File: src/rtl/ram32_access_arbiter.sv
// Shares one RAM32 macro between the SERV ibus, the SERV dbus and the host byte port.
// Each access is IDLE (arbitrate) -> CMD (macro enabled) -> ACK (Do0 returned), so acks are >= 3 cycles apart.
module ram32_access_arbiter #(
    parameter int RAM_AW   = 5,
    parameter bit RR_EN    = 1'b1,
    parameter bit HOST_PRI = 1'b1
) (
    input  logic              clk,
    input  logic              rst_n,
    input  logic              ibus_cyc,
    input  logic [31:0]       ibus_adr,
    output logic [31:0]       ibus_rdt,
    output logic              ibus_ack,
    input  logic              dbus_cyc,
    input  logic              dbus_we,
    input  logic [31:0]       dbus_adr,
    input  logic [31:0]       dbus_dat,
    input  logic [3:0]        dbus_sel,
    output logic [31:0]       dbus_rdt,
    output logic              dbus_ack,
    input  logic              host_req,
    input  logic              host_we,
    input  logic [6:0]        host_addr,
    input  logic [7:0]        host_wdata,
    output logic [7:0]        host_rdata,
    output logic              host_ack,
    output logic              ram_en,
    output logic [RAM_AW-1:0] ram_a,
    output logic [3:0]        ram_we,
    output logic [31:0]       ram_di,
    input  logic [31:0]       ram_do
);
    typedef enum logic [1:0] {IDLE = 2'd0, CMD = 2'd1, ACK = 2'd2} state_t;
    localparam logic [1:0] G_IBUS = 2'd0;
    localparam logic [1:0] G_DBUS = 2'd1;
    localparam logic [1:0] G_HOST = 2'd2;

    state_t            state_q;
    logic [1:0]        gnt_q, gnt_d, serv_gnt;
    logic              rr_ibus_q;
    logic              oor_q, oor_d;
    logic [1:0]        lane_q;
    logic              host_rd_q;
    logic              ram_en_q, ram_en_d;
    logic [RAM_AW-1:0] ram_a_q, ram_a_d;
    logic [3:0]        ram_we_q, ram_we_d;
    logic [31:0]       ram_di_q, ram_di_d;
    logic              ibus_ack_q, dbus_ack_q, host_ack_q;
    logic [7:0]        host_rdata_q;
    logic              ibus_oor, dbus_oor, serv_vld, any_req;
    logic              unused_adr_bits;

    assign ibus_oor        = |ibus_adr[31:RAM_AW+2];
    assign dbus_oor        = |dbus_adr[31:RAM_AW+2];
    assign serv_vld        = ibus_cyc | dbus_cyc;
    assign any_req         = serv_vld | host_req;
    assign unused_adr_bits = ^{ibus_adr[1:0], dbus_adr[1:0]};

    // rr_ibus_q set means ibus wins the next ibus/dbus tie
    always_comb begin
        serv_gnt = G_IBUS;
        if (ibus_cyc && dbus_cyc) begin
            serv_gnt = (RR_EN && rr_ibus_q) ? G_IBUS : G_DBUS;
        end else if (dbus_cyc) begin
            serv_gnt = G_DBUS;
        end
        if (HOST_PRI) begin
            gnt_d = host_req ? G_HOST : serv_gnt;
        end else begin
            gnt_d = serv_vld ? serv_gnt : G_HOST;
        end
    end

    always_comb begin
        ram_en_d = 1'b0;
        ram_a_d  = '0;
        ram_we_d = 4'b0000;
        ram_di_d = 32'h0;
        oor_d    = 1'b0;
        case (gnt_d)
            G_HOST: begin
                ram_en_d = 1'b1;
                ram_a_d  = RAM_AW'(host_addr[6:2]);
                if (host_we) begin
                    ram_we_d = 4'b0001 << host_addr[1:0];
                    ram_di_d = {4{host_wdata}};
                end
            end
            G_DBUS: begin
                oor_d = dbus_oor;
                if (!dbus_oor) begin
                    ram_en_d = 1'b1;
                    ram_a_d  = dbus_adr[RAM_AW+1:2];
                    if (dbus_we) begin
                        ram_we_d = dbus_sel;
                        ram_di_d = dbus_dat;
                    end
                end
            end
            default: begin
                oor_d = ibus_oor;
                if (!ibus_oor) begin
                    ram_en_d = 1'b1;
                    ram_a_d  = ibus_adr[RAM_AW+1:2];
                end
            end
        endcase
    end

    always_ff @(posedge clk or negedge rst_n) begin
        if (!rst_n) begin
            state_q      <= IDLE;
            gnt_q        <= G_IBUS;
            rr_ibus_q    <= 1'b1;
            oor_q        <= 1'b0;
            lane_q       <= 2'd0;
            host_rd_q    <= 1'b0;
            ram_en_q     <= 1'b0;
            ram_a_q      <= '0;
            ram_we_q     <= 4'b0000;
            ram_di_q     <= 32'h0;
            ibus_ack_q   <= 1'b0;
            dbus_ack_q   <= 1'b0;
            host_ack_q   <= 1'b0;
            host_rdata_q <= 8'h00;
        end else begin
            case (state_q)
                IDLE: begin
                    if (any_req) begin
                        state_q   <= CMD;
                        gnt_q     <= gnt_d;
                        ram_en_q  <= ram_en_d;
                        ram_a_q   <= ram_a_d;
                        ram_we_q  <= ram_we_d;
                        ram_di_q  <= ram_di_d;
                        oor_q     <= oor_d;
                        lane_q    <= host_addr[1:0];
                        host_rd_q <= !host_we;
                    end
                end
                CMD: begin
                    state_q    <= ACK;
                    ram_en_q   <= 1'b0;
                    ram_a_q    <= '0;
                    ram_we_q   <= 4'b0000;
                    ram_di_q   <= 32'h0;
                    ibus_ack_q <= (gnt_q == G_IBUS);
                    dbus_ack_q <= (gnt_q == G_DBUS);
                    host_ack_q <= (gnt_q == G_HOST);
                end
                ACK: begin
                    state_q    <= IDLE;
                    ibus_ack_q <= 1'b0;
                    dbus_ack_q <= 1'b0;
                    host_ack_q <= 1'b0;
                    if (host_ack_q && host_rd_q) begin
                        host_rdata_q <= ram_do[8*lane_q +: 8];
                    end
                    if (ibus_ack_q) begin
                        rr_ibus_q <= 1'b0;
                    end
                    if (dbus_ack_q) begin
                        rr_ibus_q <= 1'b1;
                    end
                end
                default: state_q <= IDLE;
            endcase
        end
    end

    // Do0 is only valid during ACK; out-of-range accesses never enabled the macro
    assign ibus_rdt   = (ibus_ack_q && !oor_q) ? ram_do : 32'h0;
    assign dbus_rdt   = (dbus_ack_q && !oor_q) ? ram_do : 32'h0;
    assign ibus_ack   = ibus_ack_q;
    assign dbus_ack   = dbus_ack_q;
    assign host_ack   = host_ack_q;
    assign host_rdata = host_rdata_q;
    assign ram_en     = ram_en_q;
    assign ram_a      = ram_a_q;
    assign ram_we     = ram_we_q;
    assign ram_di     = ram_di_q;
endmodule

File: config.mk
export PLATFORM = sky130hd
export DESIGN_NAME = ram32_access_arbiter
export DESIGN_NICKNAME = d
export VERILOG_FILES = /design/src/rtl/ram32_access_arbiter.sv
export SDC_FILE = /design/constraint.sdc
export NUM_CORES = 1
export LEC_CHECK = 0
export CAP_MARGIN = 30
export CORE_ASPECT_RATIO = 1.2
export CORE_MARGIN = 5
export CORE_UTILIZATION = 36
export DETAILED_ROUTE_END_ITERATION = 7
export GPL_TIMING_DRIVEN = 0
export PLACE_DENSITY = 0.91
export SYNTH_ARGS = -nofsm -noshare
export SYNTH_HDL_FRONTEND = slang
export SYNTH_SLANG_ARGS = --single-unit
File: constraint.sdc
create_clock -name clk -period 3.9 [get_ports clk]
set_input_delay 0.78 -clock clk [delete_from_list [all_inputs] [get_ports clk]]
set_output_delay 0.78 -clock clk [all_outputs]
set_load 0.005 [all_outputs]
==> metrics.md, run 1 <==
| Metric | Value |
|---|---|
| Fraction of layout instances using a drive strength above 1 | `13.0%` |
| Power density over cell area | `501 nW/µm²` |
| Max Cap Viol | `0` |
| Fill count | `670` |
| Post-detailed-route via-to-cell ratio | `5.30` |
| Reg2reg end | `ram_di[5]$_DFFE_PN0P_` |
| Largest area contributor in the synthesized netlist | `sky130_fd_sc_hd__dfrtp_1` |
| RSZ-0062 raised after global routing | `no` |
| Rel. slew slack | `52.7%` |
| Number of cells on the worst reg-to-reg path | `8` |
| Share of the clock period used by the worst path | `77.2%` |
| Hold bufs inserted after CTS | `0` |
| Final Worst Setup Slack | `0.887 ns` |
| Routed length per instance | `20.5 µm` |
| Clock tree from TritonCTS | `yes` |
| Pin count of the biggest net entering global routing | `35` |
| # placed instances | `690` |
| Number of buffers added by the clock tree synthesis step | `9` |
| Sort of element at the start of the critical path | `flop` |
| Final Max Tran Viols | `0` |
| Antenna violations before repair | `0` |
| Class of the tightest hold or removal check | `input pin to asynchronous set/reset pin` |
| Routed via count | `3,744` |
| Crit path from | `oor_q$_DFFE_PN0P_` |
| Maximum buffer depth of the clock tree | `2` |
| Starting utilization of the core area | `37.1%` |
| CTS root buffer | `sky130_fd_sc_hd__clkbuf_8` |
| CORE AREA | `9130 µm²` |
| Total congestion overflow | `0` |
| Clock-pin transition on the worst setup and hold timing paths | `0.08 ns` |
| Syn. warnings | `0` |
| Share of Yosys cell area claimed by the top area cell type | `45.1%` |
| Crit path capture type | `output port` |
| GRT Total Usage | `25.1%` |
| Width of the chip | `98.6 µm` |
| Placed Instance Area | `6220 µm²` |
| Data required time at the worst endpoint | `3.12 ns` |
| Largest cells by area after synthesis | `sky130_fd_sc_hd__dfrtp_1 45%, sky130_fd_sc_hd__and2_1 13%, sky130_fd_sc_hd__a221o_2 9.3%` |
| I/O pins | `271` |
| Die Span Y | `116 µm` |
| Minimum period implied by the final worst setup slack | `3.01 ns` |
| Final Power | `3.23 mW` |
| Peak supply drop | `0.253 mV` |
| Cell row count | `38` |
| Maximum operating frequency | `332 MHz` |
| Flip-flop and latch count after synthesis | `62` |
| Critical path arrival | `2.23 ns` |
| Pre-antenna DRT Iters | `4` |
| DR DRC count | `0` |
| Gp weighted congestion | `0.909` |
| CP Class | `flop to output port` |
| Least-Margin Pin Slew | `0.710 ns` |
| Commonest non-fill, non-tap cells in the layout | `265 x sky130_fd_sc_hd__clkdlybuf4s50_1, 72 x sky130_fd_sc_hd__and2_1, 61 x sky130_fd_sc_hd__dfrtp_1, 28 x sky130_fd_sc_hd__a221o_2, 24 x sky130_fd_sc_hd__nand2_1` |
| Clock sink count | `62` |
| CTS-repair resized insts | `0` |
| Final-report setup violation count | `0` |
| Mean cell area of the mapped netlist | `11.2 µm²` |
| Synth-to-layout area growth | `90.2%` |
| Fin cells | `706` |
| Slack of the worst reg-to-reg path | `1.70 ns` |
| Cell area after synthesis | `3390 µm²` |
| Number of buffers inserted by post-CTS setup repair | `0` |
| Number of DRC violations after detailed-routing iteration 0 | `164` |
| Reported leakage power | `2.63 nW` |
| Fraction of the yosys area taken by sequential cells | `45.8%` |
| Setup skew after layout | `0.00982 ns` |
| Unique masters post-synth | `38` |
| Final WL | `14,500 µm` |
| Most common library cell in the layout ignoring fill and taps | `sky130_fd_sc_hd__clkdlybuf4s50_1` |
| Number of levels the H-tree was split into | `3` |
| Final Hold Vio Count | `0` |
| Total Negative Setup Slacks | `0 ns` |
| Worst-case setup slack after placement | `0.706 ns` |
| Total die area | `11,500 µm²` |
| Number of standard cells after synthesis | `303` |
| Count of buffers from port buffering | `266` |
| Antenna cell count | `0` |
| Clock insertion delay at the later pin of the skew report | `0.35 ns` |
| Wire length of the first global-routing pass | `22,300 µm` |
| Maximum fanout encountered on the critical timing path | `10` |
| Synthesized Nets | `461` |
| Antenna Nets Post-Route | `0` |
| Number of global-route vias before repair | `4,111` |
| Cell area after layout | `6440 µm²` |
| Number of nets at the end of the flow | `739` |
| Outcome | `finished clean` |
| Start of the worst register-to-register path | `rr_ibus_q$_DFFE_PN1P_` |
| Dpl hpwl | `12,000 µm` |
registers in the layout, summed over array words and instances, names as in the netlist:
name / count
dbus_ack: 1
gnt_q: 2
host_ack: 1
host_rd_q: 1
host_rdata: 8
ibus_ack: 1
lane_q: 2
oor_q: 1
ram_a: 5
ram_di: 32
ram_en: 1
ram_we: 4
rr_ibus_q: 1
state_q: 2
metrics by stage:
step	hold WS (ns)	util, %
floorplan	0.451	-
global placement	0.464	67.9
detailed placement	0.471	68.1
CTS	0.480	70.6
global route	0.512	70.6
finish	0.477	70.6
critical path: stages (launching register included):
cell and delay, ns:
sky130_fd_sc_hd__dfrtp_1 0.42, sky130_fd_sc_hd__nor2b_1 0.28, sky130_fd_sc_hd__clkbuf_1 0.44, sky130_fd_sc_hd__and2_1 0.23
sky130_fd_sc_hd__clkdlybuf4s50_1 0.51
metal layers:
metal  global-route usage [%]  part of all wire, %
met1                     28.0                   36
met2                     45.1                   53
met3                     5.73                  7.1
met4                     12.6                  3.7
met5                        0                    0
where the power goes:
group / internal (mW) / switching [mW]
Combinational: 0.937 / 0.665
Sequential: 0.851 / 0.127
Clock: 0.369 / 0.281
Total: 2.16 / 1.07
Yosys cell counts:
cell	instances
sky130_fd_sc_hd__mux4_2	8
sky130_fd_sc_hd__and3_1	1
sky130_fd_sc_hd__inv_1	4
sky130_fd_sc_hd__o32ai_1	1
sky130_fd_sc_hd__a31oi_1	4
sky130_fd_sc_hd__nand2b_1	1
sky130_fd_sc_hd__dfrtp_1	61
sky130_fd_sc_hd__dfstp_2	1
sky130_fd_sc_hd__nor4_1	10
sky130_fd_sc_hd__nor3_4	1
sky130_fd_sc_hd__mux2_2	13
sky130_fd_sc_hd__a221oi_1	1
sky130_fd_sc_hd__buf_6	2
sky130_fd_sc_hd__and3b_1	1
sky130_fd_sc_hd__o21ai_0	13
sky130_fd_sc_hd__a221o_2	28
sky130_fd_sc_hd__or4_4	1
sky130_fd_sc_hd__a21bo_1	1
sky130_fd_sc_hd__ha_1	4
sky130_fd_sc_hd__nor2b_1	1
sky130_fd_sc_hd__and4b_1	1
sky130_fd_sc_hd__nor3_1	3
sky130_fd_sc_hd__nor2_1	6
sky130_fd_sc_hd__nor3b_1	2
sky130_fd_sc_hd__o21ai_1	1
sky130_fd_sc_hd__a22o_1	2
sky130_fd_sc_hd__and2_1	72
sky130_fd_sc_hd__a221o_1	8
sky130_fd_sc_hd__a211oi_1	1
sky130_fd_sc_hd__buf_8	3
sky130_fd_sc_hd__o31ai_1	2
sky130_fd_sc_hd__buf_2	1
sky130_fd_sc_hd__clkbuf_1	14
sky130_fd_sc_hd__and4_1	1
sky130_fd_sc_hd__nand4_1	2
sky130_fd_sc_hd__nand2_1	24
sky130_fd_sc_hd__nand3_1	2
sky130_fd_sc_hd__o221ai_1	1
final cells by class:
| class | instances | area (µm²) | share of cell area [%] |
|---|---|---|---|
| buffer | 20 | 125 | 1.94 |
| clock buffer | 9 | 124 | 1.92 |
| clock inverter | 7 | 105 | 1.63 |
| inverter | 4 | 15.0 | 0.233 |
| multi-input combinational | 217 | 1700 | 26.3 |
| sequential | 62 | 1550 | 24.1 |
| tap | 120 | 150 | 2.33 |
| timing repair buffer | 267 | 2680 | 41.5 |
cells by family after synthesis:
family	Yosys count	synth area share (%)
buf+inv	24	4.14
fa+ha+maj	4	1.48
mux	21	9.64
compound gates	63	16.7
simple gates	129	22.2
flops	62	45.8
how the worst max path moves through the flow:
stage / slack [ns] / end
4_1_cts: 0.90 / dbus_rdt[7]
2_1_floorplan: 1.51 / ram_di[25]$_DFFE_PN0P_
5_1_grt: 0.76 / ibus_rdt[6]
6_report: 0.89 / ibus_rdt[6]
3_3_place_gp: 0.14 / ram_di[11]$_DFFE_PN0P_
3_5_place_dp: 0.71 / ram_we[0]$_DFFE_PN0P_
No activity file was read; power rests on OpenSTA's default activity.
==> run 2, diff against run 1 <==
CORE_UTILIZATION = 33   (was 36)
PLACE_DENSITY = 0.85   (was 0.91)
clock period = 2.87 ns   (was 3.9 ns; I/O delays follow)
==> metrics.md, run 2 (synthesis results as in run 1) <==
| Metric | Value |
|---|---|
| RSZ-0062 raised after global routing | `no` |
| Count of buffers from port buffering | `266` |
| Routed length per instance | `19.5 µm` |
| Number of buffers added by the clock tree synthesis step | `9` |
| Routed via count | `3,712` |
| Final Max Tran Viols | `0` |
| Clock-pin transition on the worst setup and hold timing paths | `0.06 ns` |
| CTS-repair resized insts | `0` |
| Outcome | `finished clean` |
| Total die area | `12,400 µm²` |
| Starting utilization of the core area | `33.9%` |
| Share of the clock period used by the worst path | `95.8%` |
| Maximum fanout encountered on the critical timing path | `10` |
| Number of DRC violations after detailed-routing iteration 0 | `126` |
| Class of the tightest hold or removal check | `input pin to asynchronous set/reset pin` |
| DR DRC count | `0` |
| Final Hold Vio Count | `0` |
| Antenna violations before repair | `0` |
| Maximum operating frequency | `364 MHz` |
| Antenna Nets Post-Route | `0` |
| CTS root buffer | `sky130_fd_sc_hd__clkbuf_16` |
| Flip-flop count of the largest register, all copies and words added | `32` |
| CP Class | `flop to output port` |
| Minimum period implied by the final worst setup slack | `2.75 ns` |
| Post-detailed-route via-to-cell ratio | `5.21` |
| Slowest library cell on the worst path | `sky130_fd_sc_hd__clkdlybuf4s50_1` |
| Met2 layer usage reported by global route | `38.9%` |
| Crit path capture type | `output port` |
| Total congestion overflow | `0` |
| I/O pins | `271` |
| Peak supply drop | `0.330 mV` |
| Most common library cell in the layout ignoring fill and taps | `sky130_fd_sc_hd__clkdlybuf4s50_1` |
| Final-report setup violation count | `0` |
| Final WL | `13,900 µm` |
| Die Span Y | `121 µm` |
| Max Cap Viol | `0` |
| CORE AREA | `10,000 µm²` |
| Hold bufs inserted after CTS | `0` |
| Antenna cell count | `0` |
| Gp weighted congestion | `0.836` |
| Width of the chip | `103 µm` |
| Clock insertion delay at the later pin of the skew report | `0.32 ns` |
| Met3 Use GR | `6.33%` |
| Commonest non-fill, non-tap cells in the layout | `265 x sky130_fd_sc_hd__clkdlybuf4s50_1, 72 x sky130_fd_sc_hd__and2_1, 61 x sky130_fd_sc_hd__dfrtp_1, 28 x sky130_fd_sc_hd__a221o_2, 24 x sky130_fd_sc_hd__nand2_1` |
| Cell row count | `40` |
| Most congested layer reported by global routing | `met2` |
| GRT Total Usage | `21.9%` |
| Rel. slew slack | `48.2%` |
| Critical path arrival | `2.17 ns` |
| Dpl hpwl | `11,400 µm` |
| Met1 demand-to-capacity share in global routing | `23.9%` |
| Data required time at the worst endpoint | `2.30 ns` |
| Number of levels the H-tree was split into | `3` |
| Synth-to-layout area growth | `93.2%` |
| Setup skew after layout | `0.00525 ns` |
| Least-Margin Pin Slew | `0.777 ns` |
| Cell Chain, Critical Path | `nor2b_1, clkbuf_1, and2_1, clkdlybuf4s50_1` |
| Number of buffers inserted by post-CTS setup repair | `0` |
| Crit path largest cell delay | `0.52 ns` |
| Core utilization of the finished layout | `65.4%` |
| Reported leakage power | `2.68 nW` |
| Final Power | `4.64 mW` |
| Number of nets at the end of the flow | `739` |
| Power density over cell area | `709 nW/µm²` |
| Fraction of layout instances using a drive strength above 1 | `13.1%` |
| Wire length of the first global-routing pass | `21,000 µm` |
| Maximum buffer depth of the clock tree | `2` |
| Pin count of the biggest net entering global routing | `37` |
| Clock sink count | `62` |
| Pre-antenna DRT Iters | `4` |
| Number of global-route vias before repair | `4,072` |
| Clock tree from TritonCTS | `yes` |
| Sort of element at the start of the critical path | `flop` |
run 2: changes by cell type in the layout (fill, tap and decap cells not counted):
| cell | change |
|---|---|
| sky130_fd_sc_hd__clkinvlp_4 | +1 |
| sky130_fd_sc_hd__clkbuf_16 | +9 |
| sky130_fd_sc_hd__inv_8 | -1 |
| sky130_fd_sc_hd__clkbuf_8 | -9 |
| sky130_fd_sc_hd__clkbuf_2 | +1 |
| sky130_fd_sc_hd__clkinv_2 | +1 |
| sky130_fd_sc_hd__inv_6 | -1 |
| sky130_fd_sc_hd__clkbuf_1 | -1 |
run 2: worst max-delay path, delay by kind of cell, from the launching register on:
family	cells	cell delay, ns
flip-flops	1	0.41
AND/OR/NAND/NOR	2	0.49
buffers and inverters	2	0.96
run 2: path summary, 6_finish.rpt:
check | start | end | slack (ns) | cells after the start
worst min-delay path | rst_n | host_rdata[3]$_DFFE_PN0P_ | 0.29 | 1
worst max register to register | rr_ibus_q$_DFFE_PN1P_ | ram_di[21]$_DFFE_PN0P_ | 0.68 | 8
min in group clk | ram_a[3]$_DFFE_PN0P_ | ram_a[3]$_DFFE_PN0P_ | 0.48 | 2
max in group asynchronous | rst_n | ram_di[9]$_DFFE_PN0P_ | 1.98 | 2
worst min register to register | ram_a[3]$_DFFE_PN0P_ | ram_a[3]$_DFFE_PN0P_ | 0.48 | 2
worst max-delay path | oor_q$_DFFE_PN0P_ | ibus_rdt[4] | 0.12 | 4
run 2: area by class of cell:
class	count	area (µm²)
well taps	126	158
flip-flops and latches	62	1550
clock inverters	7	97.6
multi-input cells	217	1700
repair buffers	267	2680
fillers	779	3460
clock buffers	9	225
plain buffers	20	126
inverters	4	15.0
run 2: power breakdown:
part	internal (mW)	switching (mW)	total (mW)
logic	1.27	0.886	2.16
registers	1.16	0.163	1.32
clock network	0.762	0.400	1.16
run 2: metal layers:
metal  wire length [µm]  part of all wire [%]
met5                  0                     0
met2               7150                    52
met3               1470                    11
met4                445                   3.2
met1               4810                    35
run 2: stage by stage:
stage / setup TNS, ns / worst slack (ns) / cell area (µm²) / std cells / hold slack, ns
floorplan: 0 / 0.684 / 3390 / 303 / 0.278
global placement: -43.65 / -0.713 / 6210 / 695 / 0.463
detailed placement: -1.89 / -0.0751 / 6220 / 696 / 0.478
CTS: 0 / 0.117 / 6550 / 712 / 0.303
global route: 0 / 0.0124 / 6550 / 712 / 0.331
finish: 0 / 0.122 / 6550 / 712 / 0.286
==> run 3, diff against run 2 <==
CORE_AREA = 5 5 102 104   (was unset)
CORE_ASPECT_RATIO = unset   (was 1.2)
CORE_MARGIN = unset   (was 5)
CORE_UTILIZATION = unset   (was 33)
DIE_AREA = 0 0 107 109   (was unset)
DONT_BUFFER_PORTS = 1   (was unset)
PLACE_DENSITY = 0.54   (was 0.85)
TNS_END_PERCENT = 10   (was unset)
==> metrics.md, run 3 (synthesis results as in run 1) <==
| Metric | Value |
|---|---|
| Total die area | `11,700 µm²` |
| Switching pwr | `1.23 mW` |
| Width of the chip | `107 µm` |
| Flip-flop count of the largest register, all copies and words added | `32` |
| Clock-pin transition on the worst setup and hold timing paths | `0.07 ns` |
| Synth-to-layout area growth | `11.9%` |
| Cell internal power dissipation | `2.22 mW` |
| Start of the worst register-to-register path | `rr_ibus_q$_DFFE_PN1P_` |
| Number of levels the H-tree was split into | `3` |
| Sort of element at the start of the critical path | `flop` |
| Crit path capture type | `output port` |
| Number of nets at the end of the flow | `473` |
| Critical path arrival | `1.78 ns` |
| Rel. slew slack | `53.0%` |
| Clock insertion delay at the later pin of the skew report | `0.33 ns` |
| Setup skew after layout | `0.00849 ns` |
| Reg2reg end | `ram_di[30]$_DFFE_PN0P_` |
| Number of cells on the worst reg-to-reg path | `8` |
| Total congestion overflow | `0` |
| Minimum period implied by the final worst setup slack | `2.35 ns` |
| Fin cells | `434` |
| Hold bufs inserted after CTS | `1` |
| Switching power share of the total | `35.6%` |
| Maximum fanout encountered on the critical timing path | `10` |
| Number of DRC violations after detailed-routing iteration 0 | `147` |
| Final Hold Vio Count | `0` |
| Post-detailed-route via-to-cell ratio | `6.24` |
| Starting utilization of the core area | `35.8%` |
| Fraction of layout instances using a drive strength above 1 | `23.4%` |
| Antenna violations before repair | `0` |
| GRT Total Usage | `19.5%` |
| I/O pins | `271` |
| CTS-repair resized insts | `0` |
| Peak supply drop | `0.340 mV` |
| Outcome | `finished clean` |
| Data required time at the worst endpoint | `2.30 ns` |
| Clock sink count | `62` |
| Antenna cell count | `0` |
| Fraction of power consumed by the clock network | `25.7%` |
| Power density over cell area | `908 nW/µm²` |
| Max Cap Viol | `0` |
| Final Max Tran Viols | `0` |
| Final WL | `11,700 µm` |
| Fraction of power consumed by combinational cells | `33.8%` |
| Final-report setup violation count | `0` |
| Count of buffers from port buffering | `0` |
| CORE AREA | `9460 µm²` |
| Fill count | `943` |
| Least-Margin Pin Slew | `0.706 ns` |
| Commonest non-fill, non-tap cells in the layout | `72 x sky130_fd_sc_hd__and2_1, 61 x sky130_fd_sc_hd__dfrtp_1, 28 x sky130_fd_sc_hd__a221o_2, 24 x sky130_fd_sc_hd__nand2_1, 14 x sky130_fd_sc_hd__clkbuf_1` |
| Final worst hold slack | `0.0775 ns` |
| Number of buffers added by the clock tree synthesis step | `9` |
| Number of buffers inserted by post-CTS setup repair | `0` |
| # placed instances | `417` |
| Maximum operating frequency | `426 MHz` |
| Share of the clock period used by the worst path | `81.9%` |
| Sequential group share of total power | `40.5%` |
| Pre-antenna DRT Iters | `4` |
| Routed via count | `2,710` |
| Wire length of the first global-routing pass | `17,100 µm` |
| Clock tree from TritonCTS | `yes` |
| RSZ-0062 raised after global routing | `no` |
| Maximum buffer depth of the clock tree | `2` |
| Dpl hpwl | `9310 µm` |
| Class of the tightest hold or removal check | `input pin to asynchronous set/reset pin` |
| Antenna Nets Post-Route | `0` |
| Slack of the worst reg-to-reg path | `0.69 ns` |
| CTS root buffer | `sky130_fd_sc_hd__clkbuf_8` |
| Reported leakage power | `1.65 nW` |
| CP Class | `flop to output port` |
| DR DRC count | `0` |
| Gp weighted congestion | `0.873` |
| Number of global-route vias before repair | `2,834` |
| Pin count of the biggest net entering global routing | `62` |
| Total Negative Setup Slacks | `0 ns` |
| Routed length per instance | `26.9 µm` |
| Most common library cell in the layout ignoring fill and taps | `sky130_fd_sc_hd__and2_1` |
| Final Power | `3.44 mW` |
| Die Span Y | `109 µm` |
| Cell row count | `36` |
-- run 3: changes by cell type in the layout (fill, tap and decap cells not counted) --
cell,before,now
sky130_fd_sc_hd__clkinvlp_4,2,1
sky130_fd_sc_hd__inv_6,1,0
sky130_fd_sc_hd__clkbuf_16,9,0
sky130_fd_sc_hd__buf_12,1,0
sky130_fd_sc_hd__buf_16,0,1
sky130_fd_sc_hd__clkbuf_8,0,11
sky130_fd_sc_hd__buf_2,2,1
sky130_fd_sc_hd__clkbuf_2,1,0
sky130_fd_sc_hd__clkdlybuf4s50_1,265,0
sky130_fd_sc_hd__clkbuf_1,13,14
-- run 3: final cells by class --
class | instances | area [µm²] | area share, %
repair buffers | 1 | 27.5 | 0.726
plain buffers | 20 | 125 | 3.30
multi-input cells | 217 | 1700 | 44.7
well taps | 114 | 143 | 3.76
clock buffers | 11 | 151 | 3.99
inverters | 4 | 15.0 | 0.396
clock inverters | 5 | 81.3 | 2.15
flip-flops and latches | 62 | 1550 | 41.0
-- run 3: power by group through the flow --
| stage | Combinational [mW] | Clock [mW] | Sequential (mW) |
|---|---|---|---|
| finish | 1.16 | 0.884 | 1.40 |
| global route | 1.29 | 0.950 | 1.43 |
| CTS | 1.19 | 0.914 | 1.41 |
| detailed placement | 1.16 | 0 | 1.42 |
| global placement | 1.14 | 0 | 1.42 |
| floorplan | 0.905 | 0 | 1.33 |
-- run 3: metrics by stage --
stage | setup slack (ns) | cell area, µm² | utilization [%]
after floorplan | 0.684 | 3390 | -
after global placement | 0.460 | 3530 | 37.3
after detailed placement | 0.468 | 3530 | 37.3
after CTS | 0.512 | 3790 | 40.1
after global routing | 0.456 | 3790 | 40.1
final | 0.520 | 3790 | 40.1
-- run 3: how the worst max path moves through the flow --
| stage | start | end | slack, ns | cells after the start |
|---|---|---|---|---|
| 2_1_floorplan | dbus_cyc | ram_di[25]$_DFFE_PN0P_ | 0.68 | 8 |
| 6_report | ibus_ack$_DFFE_PN0P_ | ibus_rdt[7] | 0.52 | 3 |
| 3_5_place_dp | dbus_cyc | ram_we[0]$_DFFE_PN0P_ | 0.47 | 8 |
| 4_1_cts | ibus_ack$_DFFE_PN0P_ | ibus_rdt[7] | 0.51 | 3 |
| 3_3_place_gp | dbus_cyc | ram_di[30]$_DFFE_PN0P_ | 0.46 | 8 |
| 5_1_grt | ibus_ack$_DFFE_PN0P_ | ibus_rdt[7] | 0.46 | 3 |
-- run 3: routing by layer --
layer  track usage [%]  part of all wire (%)
met1              23.0                    36
met2              32.6                    50
met3              8.29                    12
met4              5.94                   1.9
met5                 0                     0
-- run 3: worst max-delay path, stage by stage (launching register included) --
cell	delay (ns)
sky130_fd_sc_hd__dfrtp_1	0.42
sky130_fd_sc_hd__nor2b_1	0.35
sky130_fd_sc_hd__clkbuf_1	0.42
sky130_fd_sc_hd__and2_1	0.25
